<file path="src/rtl/paddle_axis_ctrl_pkg.sv">
// Shared types and screen geometry for the Pong paddle controller.
package paddle_axis_ctrl_pkg;

  localparam int unsigned H_ACTIVE = 640;
  localparam int unsigned V_ACTIVE = 480;
  localparam int unsigned STEP_W   = 4;

  typedef enum logic [1:0] {
    IDLE = 2'd0,
    SLOW = 2'd1,
    FAST = 2'd2
  } paddle_state_t;

  typedef enum logic [1:0] {
    NONE = 2'd0,
    UP   = 2'd1,
    DOWN = 2'd2
  } dir_t;

endpackage

</file>
<file path="src/rtl/paddle_axis_ctrl_accel_fsm.sv">
// Hold-to-accelerate state machine: picks the per-tick step and gates movement
// on pause and ai_mode toggles.
module paddle_axis_ctrl_accel_fsm
  import paddle_axis_ctrl_pkg::*;
#(
  parameter int unsigned SPEED_SLOW = 1,
  parameter int unsigned SPEED_FAST = 3,
  parameter int unsigned HOLD_TICKS = 16
) (
  input  logic              clk_1ms,
  input  logic              reset,
  input  logic [1:0]        dir,
  input  logic              pause,
  input  logic              ai_mode,
  output logic [1:0]        state,
  output logic [STEP_W-1:0] step_c,
  output logic              move_c
);

  localparam int unsigned CNT_W = $clog2(HOLD_TICKS) + 1;
  localparam logic [CNT_W-1:0] CNT_MAX = CNT_W'(HOLD_TICKS - 1);

  paddle_state_t    st;
  dir_t             d;
  dir_t             last_dir;
  logic [CNT_W-1:0] hold_cnt;
  logic             ai_q;
  logic             ai_toggle;

  assign d         = dir_t'(dir);
  assign ai_toggle = (ai_mode != ai_q);
  assign move_c    = (d != NONE) && !pause && !ai_toggle;
  assign step_c    = (st == FAST) ? STEP_W'(SPEED_FAST) : STEP_W'(SPEED_SLOW);
  assign state     = st;

  // Pause and mode toggles override everything; hold_cnt saturates at CNT_MAX.
  always_ff @(posedge clk_1ms or posedge reset) begin
    if (reset) begin
      st       <= IDLE;
      hold_cnt <= '0;
      last_dir <= NONE;
      ai_q     <= 1'b0;
    end else begin
      ai_q <= ai_mode;
      if (move_c) last_dir <= d;
      if (pause || ai_toggle) begin
        st       <= IDLE;
        hold_cnt <= '0;
      end else begin
        case (st)
          IDLE: begin
            if (d != NONE) begin
              st       <= SLOW;
              hold_cnt <= '0;
            end
          end
          SLOW: begin
            if (d == NONE) begin
              st <= IDLE;
            end else if (d != last_dir) begin
              hold_cnt <= '0;
            end else if (hold_cnt == CNT_MAX && !ai_mode) begin
              st <= FAST;
            end else if (hold_cnt != CNT_MAX) begin
              hold_cnt <= hold_cnt + CNT_W'(1);
            end
          end
          FAST: begin
            if (d == NONE) begin
              st <= IDLE;
            end else if (d != last_dir) begin
              st       <= SLOW;
              hold_cnt <= '0;
            end
          end
          default: begin
            st       <= IDLE;
            hold_cnt <= '0;
          end
        endcase
      end
    end
  end

endmodule

</file>
<file path="src/rtl/paddle_axis_ctrl.sv">
// Single-player paddle: direction decode (manual or AI), saturating vertical
// position update, and the per-pixel paddle window for the VGA mux.
module paddle_axis_ctrl
  import paddle_axis_ctrl_pkg::*;
#(
  parameter int unsigned PADDLE_W    = 6,
  parameter int unsigned PADDLE_H    = 60,
  parameter int unsigned X_CENTER    = 19,
  parameter int unsigned SPEED_SLOW  = 1,
  parameter int unsigned SPEED_FAST  = 3,
  parameter int unsigned HOLD_TICKS  = 16,
  parameter int unsigned AI_DEADBAND = 4,
  parameter logic [11:0] COLOR       = 12'hFFF
) (
  input  logic        clk_1ms,
  input  logic        reset,
  input  logic        btn_up,
  input  logic        btn_down,
  input  logic        pause,
  input  logic        ai_mode,
  input  logic [9:0]  y_ball,
  input  logic [9:0]  x,
  input  logic [9:0]  y,
  output logic        paddle_on,
  output logic [11:0] rgb_paddle,
  output logic [9:0]  x_paddle,
  output logic [9:0]  y_paddle,
  output logic [1:0]  state
);

  localparam logic [10:0] HALF_W = 11'(PADDLE_W / 2);
  localparam logic [10:0] HALF_H = 11'(PADDLE_H / 2);
  localparam logic [10:0] Y_MIN  = 11'(PADDLE_H / 2);
  localparam logic [10:0] Y_MAX  = 11'(V_ACTIVE - PADDLE_H / 2);
  localparam logic [10:0] DB     = 11'(AI_DEADBAND);

  dir_t              dir;
  logic [STEP_W-1:0] step_c;
  logic              move_c;
  logic [10:0]       yp11, xp11, yb11, step11, px11, py11;
  logic [9:0]        y_next;

  assign yp11   = {1'b0, y_paddle};
  assign xp11   = {1'b0, x_paddle};
  assign yb11   = {1'b0, y_ball};
  assign px11   = {1'b0, x};
  assign py11   = {1'b0, y};
  assign step11 = 11'(step_c);

  paddle_axis_ctrl_accel_fsm #(
    .SPEED_SLOW (SPEED_SLOW),
    .SPEED_FAST (SPEED_FAST),
    .HOLD_TICKS (HOLD_TICKS)
  ) u_fsm (
    .clk_1ms (clk_1ms),
    .reset   (reset),
    .dir     (dir),
    .pause   (pause),
    .ai_mode (ai_mode),
    .state   (state),
    .step_c  (step_c),
    .move_c  (move_c)
  );

  // AI tracks the ball outside a deadband; manual treats both buttons as none.
  always_comb begin
    dir = NONE;
    if (ai_mode) begin
      if (yb11 > yp11 + DB)      dir = DOWN;
      else if (yb11 + DB < yp11) dir = UP;
    end else begin
      if (btn_up && !btn_down)      dir = UP;
      else if (btn_down && !btn_up) dir = DOWN;
    end
  end

  // Bounds are tested before subtracting so the 11-bit result never wraps.
  always_comb begin
    y_next = y_paddle;
    if (move_c) begin
      if (dir == UP)
        y_next = (yp11 >= Y_MIN + step11) ? 10'(yp11 - step11) : 10'(Y_MIN);
      else if (dir == DOWN)
        y_next = (yp11 + step11 <= Y_MAX) ? 10'(yp11 + step11) : 10'(Y_MAX);
    end
  end

  always_ff @(posedge clk_1ms or posedge reset) begin
    if (reset) begin
      y_paddle <= 10'(V_ACTIVE / 2);
      x_paddle <= 10'(X_CENTER);
    end else begin
      y_paddle <= y_next;
      x_paddle <= 10'(X_CENTER);
    end
  end

  // Half-open window rewritten as x+W/2 >= xc so nothing underflows near column 0.
  assign paddle_on = (px11 < 11'(H_ACTIVE)) && (py11 < 11'(V_ACTIVE)) &&
                     (px11 + HALF_W >= xp11) && (px11 < xp11 + HALF_W) &&
                     (py11 + HALF_H >= yp11) && (py11 < yp11 + HALF_H);

  assign rgb_paddle = COLOR;

endmodule

</file>
<file path="config.mk">
export PLATFORM = sky130hd
export DESIGN_NAME = paddle_axis_ctrl
export DESIGN_NICKNAME = d
export VERILOG_FILES = /design/src/rtl/paddle_axis_ctrl_pkg.sv /design/src/rtl/paddle_axis_ctrl_accel_fsm.sv /design/src/rtl/paddle_axis_ctrl.sv
export SDC_FILE = /design/constraint.sdc
export NUM_CORES = 1
export LEC_CHECK = 0
export CAP_MARGIN = 10
export CORE_MARGIN = 10
export CORE_UTILIZATION = 45
export CTS_CLUSTER_DIAMETER = 50
export DETAILED_ROUTE_END_ITERATION = 6
export PLACE_DENSITY = 0.71
export SYNTH_ARGS = -nofsm -noshare
export SYNTH_HDL_FRONTEND = slang
export SYNTH_HIERARCHICAL = 1
export SYNTH_SLANG_ARGS = --single-unit
</file>
<file path="constraint.sdc">
create_clock -name clk_1ms -period 4.25 [get_ports clk_1ms]
set_input_delay 0.85 -clock clk_1ms [delete_from_list [all_inputs] [get_ports clk_1ms]]
set_output_delay 0.85 -clock clk_1ms [all_outputs]
set_load 0.05 [all_outputs]
</file>
==> reports/metrics.yaml <==
global_route:
  grt_pass1_wl_mm: 16.6
  antenna_found_initial: 0
  grtUsageTotal: 0.165
  grt_pass1_vias: 3451
  grt_max_degree: 17
  overflow: 0
synthesis:
  ys_top_cells_by_count: "61 x ha_1, 34 x nor2_1, 29 x inv_1"
  yosysMostFrequentCell: "ha_1"
  synth_warnings: 6
  synth_area_um2: 3640
  ys_ff_latch: 20
  muxShareOfSynthArea: 0.0182
  synth-edff-count: 0
  syn_inst: 436
  yosys.area_share.simple: 0.196
  synth_cell_types: 75
  synth_compound_area_frac: 0.229
  syn-mean-instance-area_um2: 8.34
  yosys_most_used_dff: "dfrtp_1"
  synth_fa_ha_area_frac: 0.226
  synth_area_leaders: "ha_1 21%, dfrtp_1 11%, xnor2_1 6.0%, buf_4 5.4%, nor2_1 3.5%"
  synth_top_area_cell: "ha_1"
  synthArstFlopShare: 1.00
  yosysTopAreaCellShare: 0.210
  synthXorXnorAreaFrac: 0.0836
  synth_top_family_by_area: "compound AO/OA/AOI/OAI gates"
  synth.yosys.seq_area_share: 0.139
job:
  drv_cap: 0
floorplanning:
  die_x_um: 110
  start_util: 0.466
  die_area_um2: 12100
  dieHeight_um: 110
  ios: 71
  rows: 32
  core-area_um2: 7810
sta:
  slew_viol_final: 0
  fmax_mhz: 247
  fin_crit_ps: 4050
  finalSetupViolCount: 0
  timing.slew.headroom: 0.655
  skew_ps: 4.74
  period_share: 0.954
  rsz0062_at_grt: "false"
  setup_slack_ps: 197
  report.final.hold_viol_count: 0
  worstMarginPinSlew_ps: 516
clock_network:
  cts_sinks: 20
  numCtsBuffers: 3
  clk_pin_slew_worst_paths_ps: 70
  cts_tree: "built"
  h-tree-depth: 1
  postCtsSetupBuffers: 0
  clk_latency_ps: 260
  clock_path_buffers: 2
  cts-root-buf: "clkbuf_8"
placement:
  io_buffer_count: 48
  placed_area_um2: 4330
  place_congestion: 0.947
  hpwl_mm: 8.35
  dp_slack_ps: -90.4
worst_hold_path:
  holdCritPathClass: "reg2reg"
  hp-start: "u_fsm/hold_cnt[4]"
finish:
  seq_area_um2: 508
  antenna_cells: 0
  n_fill_cell: 720
  nNetsFinal: 605
  drive_gt1_frac: 0.143
  area_delta_synth_final_pct: 22.0
  utilization: 0.568
  fin_area_um2: 4440
  multiInputGateArea_um2: 2890
worst_setup_path:
  cp_num_buf_inv: 2
  cp_slowest_stage_delay_ps: 470
  reg2reg_to: "y_paddle[8]"
  cp.depth: 11
  r2r_slack_ps: 510
  path_class: "reg2out"
  crit_path_end_kind: "output port"
  cp-start-kind: "flip-flop"
  crit_end: "paddle_on"
  r2r_start: "y_paddle[6]"
  required_ps: 3400
  path_cells: "inv_1 > ha_1 > nand2_1 > o21ai_1 > xnor2_1 > ha_1 > a2111oi_0 > a211oi_1 > o41a_1 > a311oi_4 > buf_6"
  crit_top_cell: "ha_1"
  critPathArrivalTime_ps: 3200
  crit_fanout: 4
  critPathLaunch: "y_paddle[3]"
  ff2ff_path_depth: 13
  cp_top_family: "compound AO/OA/AOI/OAI gates"
  crit_path_top_delay_cell: "a2111oi_0"
drt:
  first_iter_violations: 226
  wirelength_mm: 10.1
  drc_errors: 0
  num_vias: 3337
  wl_per_cell_um: 16.7
  drt-vias-per-instance: 5.51
  firstDrtPassIters: 4
  postRouteAntennaNets: 0
power:
  powerDensity_nw_per_um2: 558
  intPower_mw: 1.17
  p_comb_frac: 0.790
  ir_drop_mv: 0.350
  clkPwrFrac: 0.059
  p_sw_mw: 1.31
  swShare: 0.528
  p_seq_frac: 0.150
  leakage_nw: 2.02
outcome:
  status: "complete, no violations"
registers in the layout, summed over array words and instances, names as in the netlist:
name	count
y_paddle	10
u_fsm/last_dir	2
u_fsm/state	2
u_fsm/ai_q	1
u_fsm/hold_cnt	5
worst reg2reg max path: stages, from the launching register on:
cell	delay, ps
dfstp_2	690
nand4_1	240
nor2_1	190
xnor2_1	140
ha_1	280
a211oi_1	250
nand2_1	90
or2_2	290
a32oi_1	230
ha_1	270
nand2b_1	280
buf_4	240
o21a_1	180
a211o_1	250
cell type report:
type,count,area share
Multi-Input combinational cell,368,0.652
Timing Repair Buffer,80,0.165
Sequential cell,20,0.114
Tap cell,102,0.0288
Inverter,32,0.0271
Clock buffer,4,0.0124
routing by layer:
layer,GRT usage,vias to the layer above,part of all wire
li1,-,1663,-
met2,0.276,103,0.47
met4,0.0307,0,0.012
met3,0.0351,12,0.078
met1,0.215,1559,0.44
met5,0,-,0
power groups by stage:
stage | Clock, mW | Combinational, mW | Sequential (mW)
finish | 0.146 | 1.96 | 0.372
global route | 0.153 | 2.16 | 0.384
CTS | 0.147 | 1.93 | 0.370
detailed placement | 0 | 1.91 | 0.373
global placement | 0 | 1.87 | 0.375
floorplan | 0 | 1.27 | 0.456
cells by family (layout without fill, tap and decap cells):
group,count (synthesis),count (layout)
other,4,25
AOI/OAI and AO/OA,103,103
and+or+nand+nor,138,138
buffers and inverters,69,116
xor gates and xnor gates,33,33
DFF,20,20
adders and majority gates,64,64
muxes,5,5
what timing repair did:
| item | CTS | global route |
|---|---|---|
| endpoints found under the setup margin | 1 | 3 |
| gates resized for setup | 4 | 13 |
| pin swaps | 0 | 6 |
| endpoints found under the hold margin | 0 | 0 |
| hold buffers | 0 | 0 |
cells in the final DEF, fill, tap and decap left out, types with 3 or more instances in the layout:
cell type / Yosys / layout
ha_1: 61 / 60
clkdlybuf4s50_1: 0 / 43
nor2_1: 34 / 34
buf_4: 26 / 32
nand2_1: 28 / 28
inv_1: 29 / 28
xnor2_1: 25 / 25
conb_1: 4 / 25
nor2b_1: 15 / 15
nand3_1: 14 / 14
dfrtp_1: 16 / 14
o21ai_0: 12 / 11
o21a_1: 11 / 11
a21oi_1: 10 / 10
a21o_1: 9 / 9
nand4_1: 8 / 8
nor3_1: 7 / 7
nand2b_1: 6 / 6
xor2_1: 6 / 6
nor3b_1: 7 / 6
o211ai_1: 5 / 5
a211oi_1: 5 / 5
o22ai_1: 5 / 5
a31oi_1: 5 / 5
a211o_1: 4 / 4
clkbuf_8: 0 / 4
dlymetal6s2s_1: 0 / 4
dfstp_2: 4 / 4
or2_2: 3 / 3
and3_1: 3 / 3
fa_1: 3 / 3
mux2_4: 3 / 3
through the flow:
stage,power [mW],setup TNS [ps],hold slack (ps),std cells
floorplan,1.73,0,482,457
global placement,2.24,-55.3,498,602
detailed placement,2.28,-90.4,498,602
CTS,2.44,0,515,606
global route,2.70,0,538,606
finish,2.47,0,520,606
worst min-delay path by stage:
stage                         to  slack, ps  cells after the start
2_1_floorplan  u_fsm/hold_cnt[4]        480                      1
3_3_place_gp   u_fsm/hold_cnt[4]        500                      1
3_5_place_dp   u_fsm/hold_cnt[4]        500                      1
4_1_cts        u_fsm/hold_cnt[4]        520                      1
5_1_grt        u_fsm/hold_cnt[4]        540                      1
6_report       u_fsm/hold_cnt[4]        520                      1
No activity file was read; power rests on OpenSTA's default activity.
